## src/rtl/dcache_rd_resp_pkg.sv

```systemverilog
// ----------------------------------------------------------------------------
// cache_pkg
// Shared definitions for the data-cache read responder:
//   - default configuration (LINES_DEFAULT) and derived index/tag widths
//   - FSM state encoding
//   - index/tag width helper types for the default configuration
//   - helper to turn a byte address into a word address
// ----------------------------------------------------------------------------
package cache_pkg;

    // Number of one-word cache lines in the default configuration.
    localparam int LINES_DEFAULT = 16;
    localparam int IDX_W_DEFAULT = $clog2(LINES_DEFAULT);
    localparam int TAG_W_DEFAULT = 30 - IDX_W_DEFAULT;

    typedef enum logic [1:0] {
        IDLE   = 2'd0,
        REFILL = 2'd1,
        RESP   = 2'd2
    } state_t;

    typedef logic [IDX_W_DEFAULT-1:0] index_t;
    typedef logic [TAG_W_DEFAULT-1:0] tag_t;

    // Byte address -> word address (drops the byte offset).
    function automatic logic [29:0] word_addr(input logic [31:0] byte_addr);
        return byte_addr[31:2];
    endfunction

endpackage

```

## src/rtl/dcache_rd_resp_if.sv

```systemverilog
// ----------------------------------------------------------------------------
// dcache_rd_resp_if
// Bundles the pipeline-side load/store signals and the backing-memory
// read handshake of the data-cache read responder.
//   slave  : the cache (drives rdata/valid/hit/stall and mem_req/mem_addr)
//   master : pipeline + memory side (drives request, store, flush, mem ack)
// ----------------------------------------------------------------------------
interface dcache_rd_resp_if;

    // pipeline MEM stage
    logic        rd_request_i;
    logic [31:0] addr_i;
    logic        wr_en_i;
    logic [31:0] wdata_i;
    logic        flush_i;
    logic [31:0] rdata_o;
    logic        valid_o;
    logic        hit_o;
    logic        stall_o;

    // backing memory
    logic        mem_req_o;
    logic [31:0] mem_addr_o;
    logic        mem_ack_i;
    logic [31:0] mem_rdata_i;

    modport slave (
        input  rd_request_i, addr_i, wr_en_i, wdata_i, flush_i,
        input  mem_ack_i, mem_rdata_i,
        output rdata_o, valid_o, hit_o, stall_o,
        output mem_req_o, mem_addr_o
    );

    modport master (
        output rd_request_i, addr_i, wr_en_i, wdata_i, flush_i,
        output mem_ack_i, mem_rdata_i,
        input  rdata_o, valid_o, hit_o, stall_o,
        input  mem_req_o, mem_addr_o
    );

endinterface

```

## src/rtl/dcache_rd_resp_tag_array.sv

```systemverilog
// ----------------------------------------------------------------------------
// dcache_tag_array
// Valid/tag/data storage for a direct-mapped cache of one-word lines.
//   clk_i, rst_ni : clock, asynchronous active-low reset (clears valid bits)
//   flush_i       : clears every valid bit; wins over a same-cycle write
//   rd_idx_i      : combinational read index -> rd_valid_o/rd_tag_o/rd_data_o
//   we_i, wr_*    : single write port; a write always sets the line valid
// ----------------------------------------------------------------------------
module dcache_tag_array #(
    parameter int LINES = 16,
    parameter int IDX_W = $clog2(LINES),
    parameter int TAG_W = 30 - IDX_W
) (
    input  logic             clk_i,
    input  logic             rst_ni,
    input  logic             flush_i,
    input  logic [IDX_W-1:0] rd_idx_i,
    output logic             rd_valid_o,
    output logic [TAG_W-1:0] rd_tag_o,
    output logic [31:0]      rd_data_o,
    input  logic             we_i,
    input  logic [IDX_W-1:0] wr_idx_i,
    input  logic [TAG_W-1:0] wr_tag_i,
    input  logic [31:0]      wr_data_i
);

    logic [LINES-1:0] valid_vec;
    logic [TAG_W-1:0] tag_mem  [LINES];
    logic [31:0]      data_mem [LINES];

    // Each valid bit is its own flop so it can be cleared asynchronously
    // by reset and in bulk by flush, independently of the tag/data arrays.
    generate
        for (genvar gi = 0; gi < LINES; gi++) begin : g_valid
            logic valid_reg;
            always_ff @(posedge clk_i or negedge rst_ni) begin
                if (!rst_ni) begin
                    valid_reg <= 1'b0;
                end else if (flush_i) begin
                    valid_reg <= 1'b0;
                end else if (we_i && (wr_idx_i == IDX_W'(gi))) begin
                    valid_reg <= 1'b1;
                end
            end
            assign valid_vec[gi] = valid_reg;
        end
    endgenerate

    // Tag/data contents are meaningless while the valid bit is clear,
    // so they need no reset.
    always_ff @(posedge clk_i) begin
        if (we_i) begin
            tag_mem[wr_idx_i]  <= wr_tag_i;
            data_mem[wr_idx_i] <= wr_data_i;
        end
    end

    assign rd_valid_o = valid_vec[rd_idx_i];
    assign rd_tag_o   = tag_mem[rd_idx_i];
    assign rd_data_o  = data_mem[rd_idx_i];

endmodule

```

## src/rtl/dcache_rd_resp.sv

```systemverilog
// ----------------------------------------------------------------------------
// dcache_rd_resp
// Data-side read responder backed by a direct-mapped, write-through cache.
// Hits answer in the request cycle; misses stall, fetch one word over the
// mem_req/mem_ack handshake, install it and return it in a one-cycle RESP.
//   clk_i, rst_ni : clock, asynchronous active-low reset
//   bus (slave)   : load/store/flush from MEM stage, rdata/valid/hit/stall
//                   back to the pipeline, mem_req/mem_addr/mem_ack/mem_rdata
//                   to the backing memory
// ----------------------------------------------------------------------------
module dcache_rd_resp
    import cache_pkg::*;
#(
    parameter int LINES = LINES_DEFAULT,
    parameter int IDX_W = $clog2(LINES)
) (
    input  logic             clk_i,
    input  logic             rst_ni,
    dcache_rd_resp_if.slave  bus
);

    localparam int TAG_W = 30 - IDX_W;

    state_t state_reg, state_next;

    logic [29:0]      miss_addr_reg;   // word address of the outstanding miss
    logic [31:0]      resp_data_reg;
    logic [IDX_W-1:0] rd_idx;
    logic [TAG_W-1:0] rd_tag;
    logic             line_valid;
    logic [TAG_W-1:0] line_tag;
    logic [31:0]      line_data;
    logic             line_hit, load_hit, load_miss, store_hit, install;
    logic             we;
    logic [IDX_W-1:0] wr_idx;
    logic [TAG_W-1:0] wr_tag;
    logic [31:0]      wr_data;
    logic             unused_addr_bits;

    assign rd_idx           = bus.addr_i[IDX_W+1:2];
    assign rd_tag           = bus.addr_i[31:IDX_W+2];
    assign unused_addr_bits = ^bus.addr_i[1:0];

    assign line_hit  = line_valid && (line_tag == rd_tag);
    assign load_hit  = (state_reg == IDLE) && bus.rd_request_i && line_hit;
    assign load_miss = (state_reg == IDLE) && bus.rd_request_i && !line_hit;
    // A store shares the MEM stage with a load, so a same-cycle load wins.
    assign store_hit = (state_reg == IDLE) && bus.wr_en_i && !bus.rd_request_i && line_hit;
    assign install   = (state_reg == REFILL) && bus.mem_ack_i;

    // Install and store are exclusive by state, so one write port suffices.
    assign we      = install || store_hit;
    assign wr_idx  = install ? miss_addr_reg[IDX_W-1:0] : rd_idx;
    assign wr_tag  = install ? miss_addr_reg[29:IDX_W]  : rd_tag;
    assign wr_data = install ? bus.mem_rdata_i          : bus.wdata_i;

    dcache_tag_array #(
        .LINES (LINES),
        .IDX_W (IDX_W),
        .TAG_W (TAG_W)
    ) u_tag_array (
        .clk_i      (clk_i),
        .rst_ni     (rst_ni),
        .flush_i    (bus.flush_i),
        .rd_idx_i   (rd_idx),
        .rd_valid_o (line_valid),
        .rd_tag_o   (line_tag),
        .rd_data_o  (line_data),
        .we_i       (we),
        .wr_idx_i   (wr_idx),
        .wr_tag_i   (wr_tag),
        .wr_data_i  (wr_data)
    );

    // State and datapath registers.
    always_ff @(posedge clk_i or negedge rst_ni) begin
        if (!rst_ni) begin
            state_reg     <= IDLE;
            miss_addr_reg <= '0;
            resp_data_reg <= '0;
        end else begin
            state_reg <= state_next;
            if (load_miss) begin
                miss_addr_reg <= word_addr(bus.addr_i);
            end
            if (install) begin
                resp_data_reg <= bus.mem_rdata_i;
            end
        end
    end

    // Next-state logic.
    always_comb begin
        state_next = state_reg;
        case (state_reg)
            IDLE:    if (load_miss) state_next = REFILL;
            REFILL:  if (bus.mem_ack_i) state_next = RESP;
            RESP:    state_next = IDLE;
            default: state_next = IDLE;
        endcase
    end

    // Output logic. Gated by rst_ni so that a held request cannot raise
    // stall while the block sits in reset.
    always_comb begin
        bus.rdata_o    = '0;
        bus.valid_o    = 1'b0;
        bus.hit_o      = 1'b0;
        bus.stall_o    = 1'b0;
        bus.mem_req_o  = 1'b0;
        bus.mem_addr_o = '0;
        if (rst_ni) begin
            case (state_reg)
                IDLE: begin
                    bus.valid_o = load_hit;
                    bus.hit_o   = load_hit;
                    bus.rdata_o = load_hit ? line_data : '0;
                    bus.stall_o = load_miss;
                end
                REFILL: begin
                    bus.mem_req_o  = 1'b1;
                    bus.mem_addr_o = {miss_addr_reg, 2'b00};
                    bus.stall_o    = 1'b1;
                end
                RESP: begin
                    bus.valid_o = 1'b1;
                    bus.rdata_o = resp_data_reg;
                end
                default: ;
            endcase
        end
    end

endmodule
```

## src/flat_wrapper.sv

```systemverilog
// flat-port wrapper written by rule: the top's interface ports become plain ports
module dcache_rd_resp_flat import cache_pkg::*;
#(
    parameter int LINES = LINES_DEFAULT,
    parameter int IDX_W = $clog2(LINES)
)
  (clk_i, rst_ni, bus_rd_request_i, bus_addr_i, bus_wr_en_i, bus_wdata_i, bus_flush_i, bus_mem_ack_i, bus_mem_rdata_i, bus_rdata_o, bus_valid_o, bus_hit_o, bus_stall_o, bus_mem_req_o, bus_mem_addr_o);
  dcache_rd_resp_if bus_i ();
  input  logic clk_i;
  input  logic rst_ni;
  input wire logic [$bits(bus_i.rd_request_i)-1:0] bus_rd_request_i;
  input wire logic [$bits(bus_i.addr_i)-1:0] bus_addr_i;
  input wire logic [$bits(bus_i.wr_en_i)-1:0] bus_wr_en_i;
  input wire logic [$bits(bus_i.wdata_i)-1:0] bus_wdata_i;
  input wire logic [$bits(bus_i.flush_i)-1:0] bus_flush_i;
  input wire logic [$bits(bus_i.mem_ack_i)-1:0] bus_mem_ack_i;
  input wire logic [$bits(bus_i.mem_rdata_i)-1:0] bus_mem_rdata_i;
  output wire logic [$bits(bus_i.rdata_o)-1:0] bus_rdata_o;
  output wire logic [$bits(bus_i.valid_o)-1:0] bus_valid_o;
  output wire logic [$bits(bus_i.hit_o)-1:0] bus_hit_o;
  output wire logic [$bits(bus_i.stall_o)-1:0] bus_stall_o;
  output wire logic [$bits(bus_i.mem_req_o)-1:0] bus_mem_req_o;
  output wire logic [$bits(bus_i.mem_addr_o)-1:0] bus_mem_addr_o;
  assign bus_i.rd_request_i = bus_rd_request_i;
  assign bus_i.addr_i = bus_addr_i;
  assign bus_i.wr_en_i = bus_wr_en_i;
  assign bus_i.wdata_i = bus_wdata_i;
  assign bus_i.flush_i = bus_flush_i;
  assign bus_i.mem_ack_i = bus_mem_ack_i;
  assign bus_i.mem_rdata_i = bus_mem_rdata_i;
  assign bus_rdata_o = bus_i.rdata_o;
  assign bus_valid_o = bus_i.valid_o;
  assign bus_hit_o = bus_i.hit_o;
  assign bus_stall_o = bus_i.stall_o;
  assign bus_mem_req_o = bus_i.mem_req_o;
  assign bus_mem_addr_o = bus_i.mem_addr_o;
  dcache_rd_resp #(.LINES(LINES), .IDX_W(IDX_W)) u_core (.clk_i(clk_i), .rst_ni(rst_ni), .bus(bus_i));
endmodule
```

## config.mk

```make
export PLATFORM = sky130hd
export DESIGN_NAME = dcache_rd_resp_flat
export DESIGN_NICKNAME = d
export VERILOG_FILES = /design/src/rtl/dcache_rd_resp_pkg.sv /design/src/rtl/dcache_rd_resp_if.sv /design/src/rtl/dcache_rd_resp_tag_array.sv /design/src/rtl/dcache_rd_resp.sv /design/src/flat_wrapper.sv
export SDC_FILE = /design/constraint.sdc
export NUM_CORES = 1
export LEC_CHECK = 0
export ABC_AREA = 1
export CORE_MARGIN = 1.5
export CORE_UTILIZATION = 25
export DETAILED_ROUTE_END_ITERATION = 8
export PLACE_DENSITY = 0.44
export RECOVER_POWER = 100
export SLEW_MARGIN = 20
export SYNTH_ARGS = -nofsm -noshare
export SYNTH_HDL_FRONTEND = slang
export SYNTH_HIERARCHICAL = 1
export SYNTH_SLANG_ARGS = --single-unit
```

## constraint.sdc

```tcl
create_clock -name clk_i -period 3.8 [get_ports clk_i]
set_clock_uncertainty 0.15 [all_clocks]
set_input_delay 0.95 -clock clk_i [delete_from_list [all_inputs] [get_ports clk_i]]
set_output_delay 0.95 -clock clk_i [all_outputs]
set_load 0.05 [all_outputs]
```

==> results.sh, run 1 <==
export IMPL_status="complete, but fails checks"
export IMPL_violations="max-capacitance violations, max-slew violations, negative setup slack"
export IMPL_cts_root_buf="clkbuf_16"
export IMPL_swShare=0.2730
export IMPL_finalCriticalPeriod_ns=4.688
export IMPL_initialDrtViolationCount=3045
export IMPL_rows=154
export IMPL_seq_power_share=0.456
export IMPL_comb_power_share=0.159
export IMPL_fin_util=0.3487
export IMPL_slew_headroom=-0.04781
export IMPL_peakVddDrop_v=0.0003445
export IMPL_synth_compound_area_frac=0.01322
export IMPL_nNetsFinal=5227
export IMPL_syn2layout_area_growth_pct=38.11
export IMPL_rsz0062_at_grt="yes"
export IMPL_drtAntennaViolNets=0
export IMPL_cp_cell_sequence="buf_16 > inv_12 > buf_16 > buf_12 > buf_12 > nand3_1 > nand3_1 > nand3_1 > nand2_1 > xnor2_1 > buf_4 > nand2_2 > nor2_4 > nand3_4 > nor2_8 > buf_12 > buf_12 > clkbuf_16 > nand3_4 > a21oi_4 > buf_12"
export IMPL_cts_reportedPaths_clkPinSlew_ns=0.06
export IMPL_drive_gt1_frac=0.1868
export IMPL_grt_pass1_wl_um=216400
export IMPL_synthAdderAreaFrac=0
export IMPL_max_cap_viol_count=2
export IMPL_crit_path_start_kind="input port"
export IMPL_cp_end_kind="primary output"
export IMPL_yosys_register_bits=1008
export IMPL_grt_remaining_overflow=0
export IMPL_hpwl_um=88290
export IMPL_cts_buffers=113
export IMPL_finalCritPeriodShare=1.234
export IMPL_viasPerCell=4.388
export IMPL_synth_cells=4554
export IMPL_final_hold_viol_count=0
export IMPL_drt_wirelength_per_cell_um=21.63
export IMPL_fp_coreArea_mm2=0.1769
export IMPL_worstSetupPathType="in -> out"
export IMPL_cts_tree="done"
export IMPL_drtPass1Iterations=5
export IMPL_synth_top_family_by_area="simple AND/OR/NAND/NOR gates"
export IMPL_cts_hold_buf=0
export IMPL_dp_cells=7131
export IMPL_vias=33190
export IMPL_port_buffers=165
export IMPL_die_area_mm2=0.1812
export IMPL_setup_viol=1408
export IMPL_antenna_found_initial=3
export IMPL_synth_area_mm2=0.04467
export IMPL_insertion_delay_ns=0.78
export IMPL_hp_class="reg -> reg"
export IMPL_p_per_area_mw_per_mm2=471.8
export IMPL_place_ws_ns=-1.407
export IMPL_rrSetupSlack_ns=-0.09
export IMPL_fin_hold_ws_ns=0.3268
export IMPL_crit_slowest_cell="a21oi_4"
export IMPL_cp_common_cell="buf_12"
export IMPL_yosys_warnings=6
export IMPL_gp_congestion=0.7725
export IMPL_final_cells=7565
export IMPL_cp_required_ns=2.70
export IMPL_ys_seq_area_frac=0.6687
export IMPL_grt_pass1_vias=31360
export IMPL_critical_path_max_stage_delay_ns=0.18
export IMPL_clock_path_buffers=3
export IMPL_p_clk_frac=0.385
export IMPL_synth_cell_types=28
export IMPL_power_net_switching_w=0.007946
export IMPL_diodes=0
export IMPL_fmax_ghz=0.2133
export IMPL_leakage_nw=25.99
export IMPL_start_util=0.2525
export IMPL_synthSimpleGateAreaFrac=0.2213
export IMPL_htreeDepth=3
export IMPL_grt_util_all_layers=0.1619
export IMPL_internal_power_w=0.02116
export IMPL_synth_xor_xnor_area_share=0.001373
export IMPL_worst_pin_slew_ns=1.572
export IMPL_synth_mux_area_frac=0
export IMPL_io_pin_count=170
export IMPL_post_route_drc_count=0
export IMPL_wirelength_um=163600
export IMPL_fin_tns_setup_ns=-368.64
export IMPL_grt_max_degree=80
export IMPL_worst_slack_ns=-0.8876
export IMPL_slew_violations=83
export IMPL_die_w_um=425.7
export IMPL_largest_register_ffs=512
export IMPL_cp_arrival_ns=3.59
export IMPL_syn_area_per_cell_um2=9.808
export IMPL_clock_sinks=1008
export IMPL_fp_dieH_um=425.7
export IMPL_critPathMaxFanout=8
-- cell usage after synthesis --
cell / count / area (um^2)
nor2_2: 1 / 6.260
o21ai_1: 12 / 60.06
xor2_1: 1 / 8.760
nand3_2: 1 / 10.01
a21oi_1: 50 / 250.2
inv_1: 801 / 3007
nor3_1: 4 / 20.02
conb_1: 1 / 3.750
o21ai_2: 8 / 70.07
dfrtp_1: 80 / 2002
clkbuf_2: 1 / 5.000
buf_2: 115 / 575.6
edfxtp_1: 928 / 27870
nand3_1: 742 / 3714
inv_2: 10 / 37.54
xnor2_1: 6 / 52.55
o21ai_0: 42 / 210.2
buf_6: 11 / 123.9
buf_8: 1 / 15.01
buf_4: 21 / 157.7
nand2_1: 1575 / 5912
buf_1: 35 / 131.4
nand2_2: 1 / 6.260
clkinv_1: 2 / 7.510
nor2_1: 51 / 191.4
nor2_8: 1 / 20.02
clkbuf_1: 52 / 195.2
nand4_1: 1 / 6.260
-- stage by stage --
| step | area, um^2 | power [W] |
|---|---|---|
| global placement | 52580 | 0.01756 |
| CTS | 58460 | 0.02904 |
| detailed placement | 52580 | 0.01757 |
| finish | 61690 | 0.02910 |
| global route | 61690 | 0.03013 |
| floorplan | 45180 | 0.01554 |
-- power by group through the flow --
stage	Combinational [W]	Clock, W	Sequential [W]
after floorplan	0.00209	0	0.0135
after global placement	0.00408	0	0.0135
after detailed placement	0.00408	0	0.0135
after CTS	0.00436	0.0114	0.0133
after global routing	0.00499	0.0118	0.0133
final	0.00463	0.0112	0.0133
-- cell families (layout without fill, tap and decap cells) --
logic type / Yosys count / in the layout
AND/OR/NAND/NOR: 2377 / 2377
buffers and inverters: 1049 / 1719
flip-flops: 1008 / 1008
AO/OA/AOI/OAI: 112 / 112
XOR/XNOR: 7 / 7
other: 1 / 2
-- placed cells by master (no fill, tap or decap), types with 7 or more instances in the layout --
master           netlist  routed
nand2_1             1575    1526
edfxtp_1             928     928
inv_1                801     776
nand3_1              742     693
buf_4                 21     194
clkbuf_16              0     188
buf_12                 0     183
clkdlybuf4s50_1        0      93
dfrtp_1               80      80
buf_16                 0      50
nand2_2                1      46
o21ai_0               42      42
clkbuf_1              52      38
buf_6                 11      36
nand3_2                1      30
a21oi_4                0      30
clkbuf_2               1      24
buf_8                  1      22
clkinvlp_4             0      21
nand3_4                0      20
clkinv_1               2      19
nor2_2                 1      19
clkinv_2               0      18
nor2_1                51      17
nor2_4                 0      16
a21oi_1               50      16
inv_2                 10      14
o21ai_1               12      12
bufinv_16              0      11
clkbuf_8               0      10
o21ai_2                8       7
-- per-layer routing --
| metal | global-route usage | vias to the layer above | part of all wire |
|---|---|---|---|
| met5 | 0 | - | 0 |
| met4 | 0.04199 | 0 | 0.029 |
| met3 | 0.02156 | 187 | 0.056 |
| met2 | 0.2772 | 952 | 0.48 |
| met1 | 0.2145 | 16260 | 0.43 |
| li1 | - | 15790 | - |
-- area by class of cell --
type	instances	area [um^2]
sequential	1008	29870
clock inverter	59	675.6
fill	17700	115200
tap	2340	2928
multi-input combinational	2498	11660
clock buffer	156	3110
timing repair inverter	2	20.02
inverter	813	3167
timing repair buffer	689	10260
-- repair_timing --
item	4_1_cts	5_1_grt
resized for setup	190	190
setup endpoints to repair	977	988
endpoints found under the hold margin	0	0
cloned	24	92
pin swaps	56	46
setup buffers	53	56
-- worst paths after layout --
path                       depth (start not counted)                                       start                                     endpoint
max                                               21                               bus_addr_i[3]                               bus_rdata_o[2]
min in group asynchronous                          2                                      rst_ni          u_core/resp_data_reg[7]$_DFFE_PN0P_
min reg2reg                                        2        u_core/resp_data_reg[11]$_DFFE_PN0P_         u_core/resp_data_reg[11]$_DFFE_PN0P_
min                                                2        u_core/resp_data_reg[11]$_DFFE_PN0P_         u_core/resp_data_reg[11]$_DFFE_PN0P_
max reg2reg                                       23  u_core/u_tag_array/tag_mem[1][6]$_DFFE_PP_  u_core/u_tag_array/tag_mem[6][23]$_DFFE_PP_
max in group asynchronous                          3                                      rst_ni          u_core/miss_addr_reg[1]$_DFFE_PN0P_
-- critical path, delay by kind of cell --
family | cells | cell delay [ns]
XOR/XNOR | 1 | 0.12
buffers and inverters | 10 | 1.43
AO/OA/AOI/OAI | 1 | 0.18
AND/OR/NAND/NOR | 9 | 0.87
Power figures use the tool's default switching activity.
==> run 2: changes to the inputs <==
- MAX_ROUTING_LAYER: not set -> met4
==> run 2 against run 1 <==
- the run still ends with max-capacitance violations, max-slew violations, negative setup slack left
- clock power hardly changed
- design area is 2.1% lower
- sequential power hardly changed
- register-to-register slack worse by 0.10 ns
- worst hold slack hardly changed
- maximum frequency is 0.17% lower
- total power is 0.65% lower
- global-route usage is 0.49 points higher
- critical endpoint unchanged
- highest routed layer unchanged
==> results.sh, run 2 (synthesized netlist as in run 1, its figures left out) <==
export IMPL_status="complete, but fails checks"
export IMPL_violations="max-capacitance violations, max-slew violations, negative setup slack"
export IMPL_critical_path_top_delay_family="buffers and inverters"
export IMPL_finalCriticalPeriod_ns=4.695
export IMPL_viasPerCell=4.357
export IMPL_grt_use_met1=0.2158
export IMPL_rr_startpoint="u_core/u_tag_array/tag_mem[1][6]$_DFFE_PP_"
export IMPL_clock_sinks=1008
export IMPL_fin_tns_setup_ns=-354.19
export IMPL_die_area_mm2=0.1812
export IMPL_nNetsFinal=5174
export IMPL_grt_remaining_overflow=0
export IMPL_finalCritPeriodShare=1.236
export IMPL_use_met3=0.02031
export IMPL_multi_input_area_mm2=0.01164
export IMPL_slew_headroom=-0.06498
export IMPL_r2r_cells=23
export IMPL_max_cap_viol_count=2
export IMPL_io_pin_count=170
export IMPL_regArea_mm2=0.02987
export IMPL_insertion_delay_ns=0.77
export IMPL_grt_pass1_vias=31260
export IMPL_cts_root_buf="clkbuf_16"
export IMPL_drtPass1Iterations=5
export IMPL_grt_util_all_layers=0.1668
export IMPL_slew_violations=83
export IMPL_cts_tree="done"
export IMPL_cts_buffers=113
export IMPL_initialDrtViolationCount=2810
export IMPL_die_w_um=425.7
export IMPL_drive_gt1_frac=0.1767
export IMPL_worst_pin_slew_ns=1.597
export IMPL_drtAntennaViolNets=0
export IMPL_fillerInstances=17820
export IMPL_cp_required_ns=2.70
export IMPL_mostFrequentLayoutCells="1,526 x nand2_1, 928 x edfxtp_1, 776 x inv_1"
export IMPL_drt_wirelength_per_cell_um=20.80
export IMPL_crit_path_start_kind="input port"
export IMPL_worst_slack_ns=-0.8954
export IMPL_hp_class="reg -> reg"
export IMPL_timing_rr_end="u_core/u_tag_array/tag_mem[4][21]$_DFFE_PP_"
export IMPL_cp_arrival_ns=3.60
export IMPL_wirelength_um=156300
export IMPL_cp_num_buf_inv=10
export IMPL_hp_start="u_core/resp_data_reg[11]$_DFFE_PN0P_"
export IMPL_start_util=0.2525
export IMPL_rsz0062_at_grt="yes"
export IMPL_cp_end_kind="primary output"
export IMPL_cp_cell_sequence="buf_16 > inv_12 > buf_16 > buf_12 > buf_12 > nand3_1 > nand3_1 > nand3_1 > nand2_1 > xnor2_1 > buf_4 > nand2_2 > nor2_4 > nand3_4 > nor2_8 > buf_12 > buf_12 > clkbuf_16 > nand3_4 > a21oi_4 > buf_12"
export IMPL_fin_hold_ws_ns=0.3268
export IMPL_rrSetupSlack_ns=-0.19
export IMPL_cp_common_cell="buf_12"
export IMPL_fin_area_mm2=0.06042
export IMPL_cts_hold_buf=0
export IMPL_htreeDepth=3
export IMPL_leakage_nw=25.48
export IMPL_setup_viol=1396
export IMPL_rows=154
export IMPL_post_route_drc_count=0
export IMPL_vias=32730
export IMPL_critPathMaxFanout=8
export IMPL_grtUsageMet2=0.2771
export IMPL_final_hold_viol_count=0
export IMPL_hold_path_depth=2
export IMPL_critical_path_max_stage_delay_ns=0.18
export IMPL_clock_path_buffers=3
export IMPL_peakVddDrop_v=0.0003492
export IMPL_fp_coreArea_mm2=0.1769
export IMPL_crit_slowest_cell="a21oi_4"
export IMPL_grt_max_degree=80
export IMPL_cts_reportedPaths_clkPinSlew_ns=0.06
export IMPL_fin_util=0.3416
export IMPL_largest_register_ffs=512
export IMPL_fp_dieH_um=425.7
export IMPL_busiest_layer="met2"
export IMPL_diodes=0
export IMPL_hpwl_um=88290
export IMPL_min_to="u_core/resp_data_reg[11]$_DFFE_PN0P_"
export IMPL_grt_pass1_wl_um=216600
export IMPL_place_area_mm2=0.05258
export IMPL_port_buffers=165
export IMPL_worstSetupPathType="in -> out"
export IMPL_gp_congestion=0.7830
export IMPL_antenna_found_initial=3
export IMPL_final_common_cell="nand2_1"
export IMPL_syn2layout_area_growth_pct=35.28
export IMPL_p_per_area_mw_per_mm2=478.6
export IMPL_fmax_ghz=0.2130
-- run 2: cell types whose count changed in the layout (fill, tap and decap cells not counted), sizes merged --
cell	delta
clkinvlp	-1
clkbuf	-29
clkinv	+1
bufbuf	+3
buf	-27
-- run 2: metrics by stage --
stage,worst slack (ns),power [W],cells
floorplan,-0.4399,0.01554,4555
global placement,-1.416,0.01756,7131
detailed placement,-1.407,0.01757,7131
CTS,-0.8823,0.02904,7422
global route,-0.9915,0.02997,7512
finish,-0.8954,0.02892,7512
-- run 2: how the worst max path moves through the flow --
stage / start / end / slack [ns] / cells after the start
2_1_floorplan: bus_addr_i[2] / u_core/u_tag_array/data_mem[14][0]$_DFFE_PP_ / -0.44 / 22
3_3_place_gp: bus_addr_i[2] / bus_rdata_o[7] / -1.42 / 20
3_5_place_dp: bus_addr_i[2] / bus_rdata_o[17] / -1.41 / 20
4_1_cts: bus_addr_i[2] / bus_rdata_o[21] / -0.88 / 23
5_1_grt: bus_addr_i[2] / bus_rdata_o[2] / -0.99 / 22
6_report: bus_addr_i[3] / bus_rdata_o[2] / -0.90 / 21
-- run 2: power by group --
group / switching [W] / internal [W]
Clock: 0.00470 / 0.00649
Sequential: 0.000194 / 0.0131
Combinational: 0.00294 / 0.00151
-- run 2: worst reg2reg max path, delay by kind of cell (launching register included) --
family	cells	cell delay, ns
simple gates	13	1.80
buf+inv	9	1.20
flops	1	0.37
xor+xnor	1	0.15
-- run 2: area by class of cell --
class	count	share of cell area
Timing Repair inverter	2	0.0003313
Sequential cell	1008	0.4943
Tap cell	2340	0.04846
Clock buffer	156	0.05148
Clock inverter	59	0.01118
Inverter	813	0.05235
Multi-Input combinational cell	2498	0.1926
Timing Repair Buffer	636	0.1492
-- run 2: timing repair --
action,in CTS,in global routing
endpoints found under the setup margin,977,988
buffers inserted,53,43
cloned,24,52
resized for setup,190,130
pin swaps,56,47
-- run 2: routing by layer --
layer / vias to the layer above / routed length [um]
met5: - / 0
met4: 0 / 4032
met3: 163 / 7197
met2: 817 / 76080
met1: 16080 / 68940
li1: 15670 / -
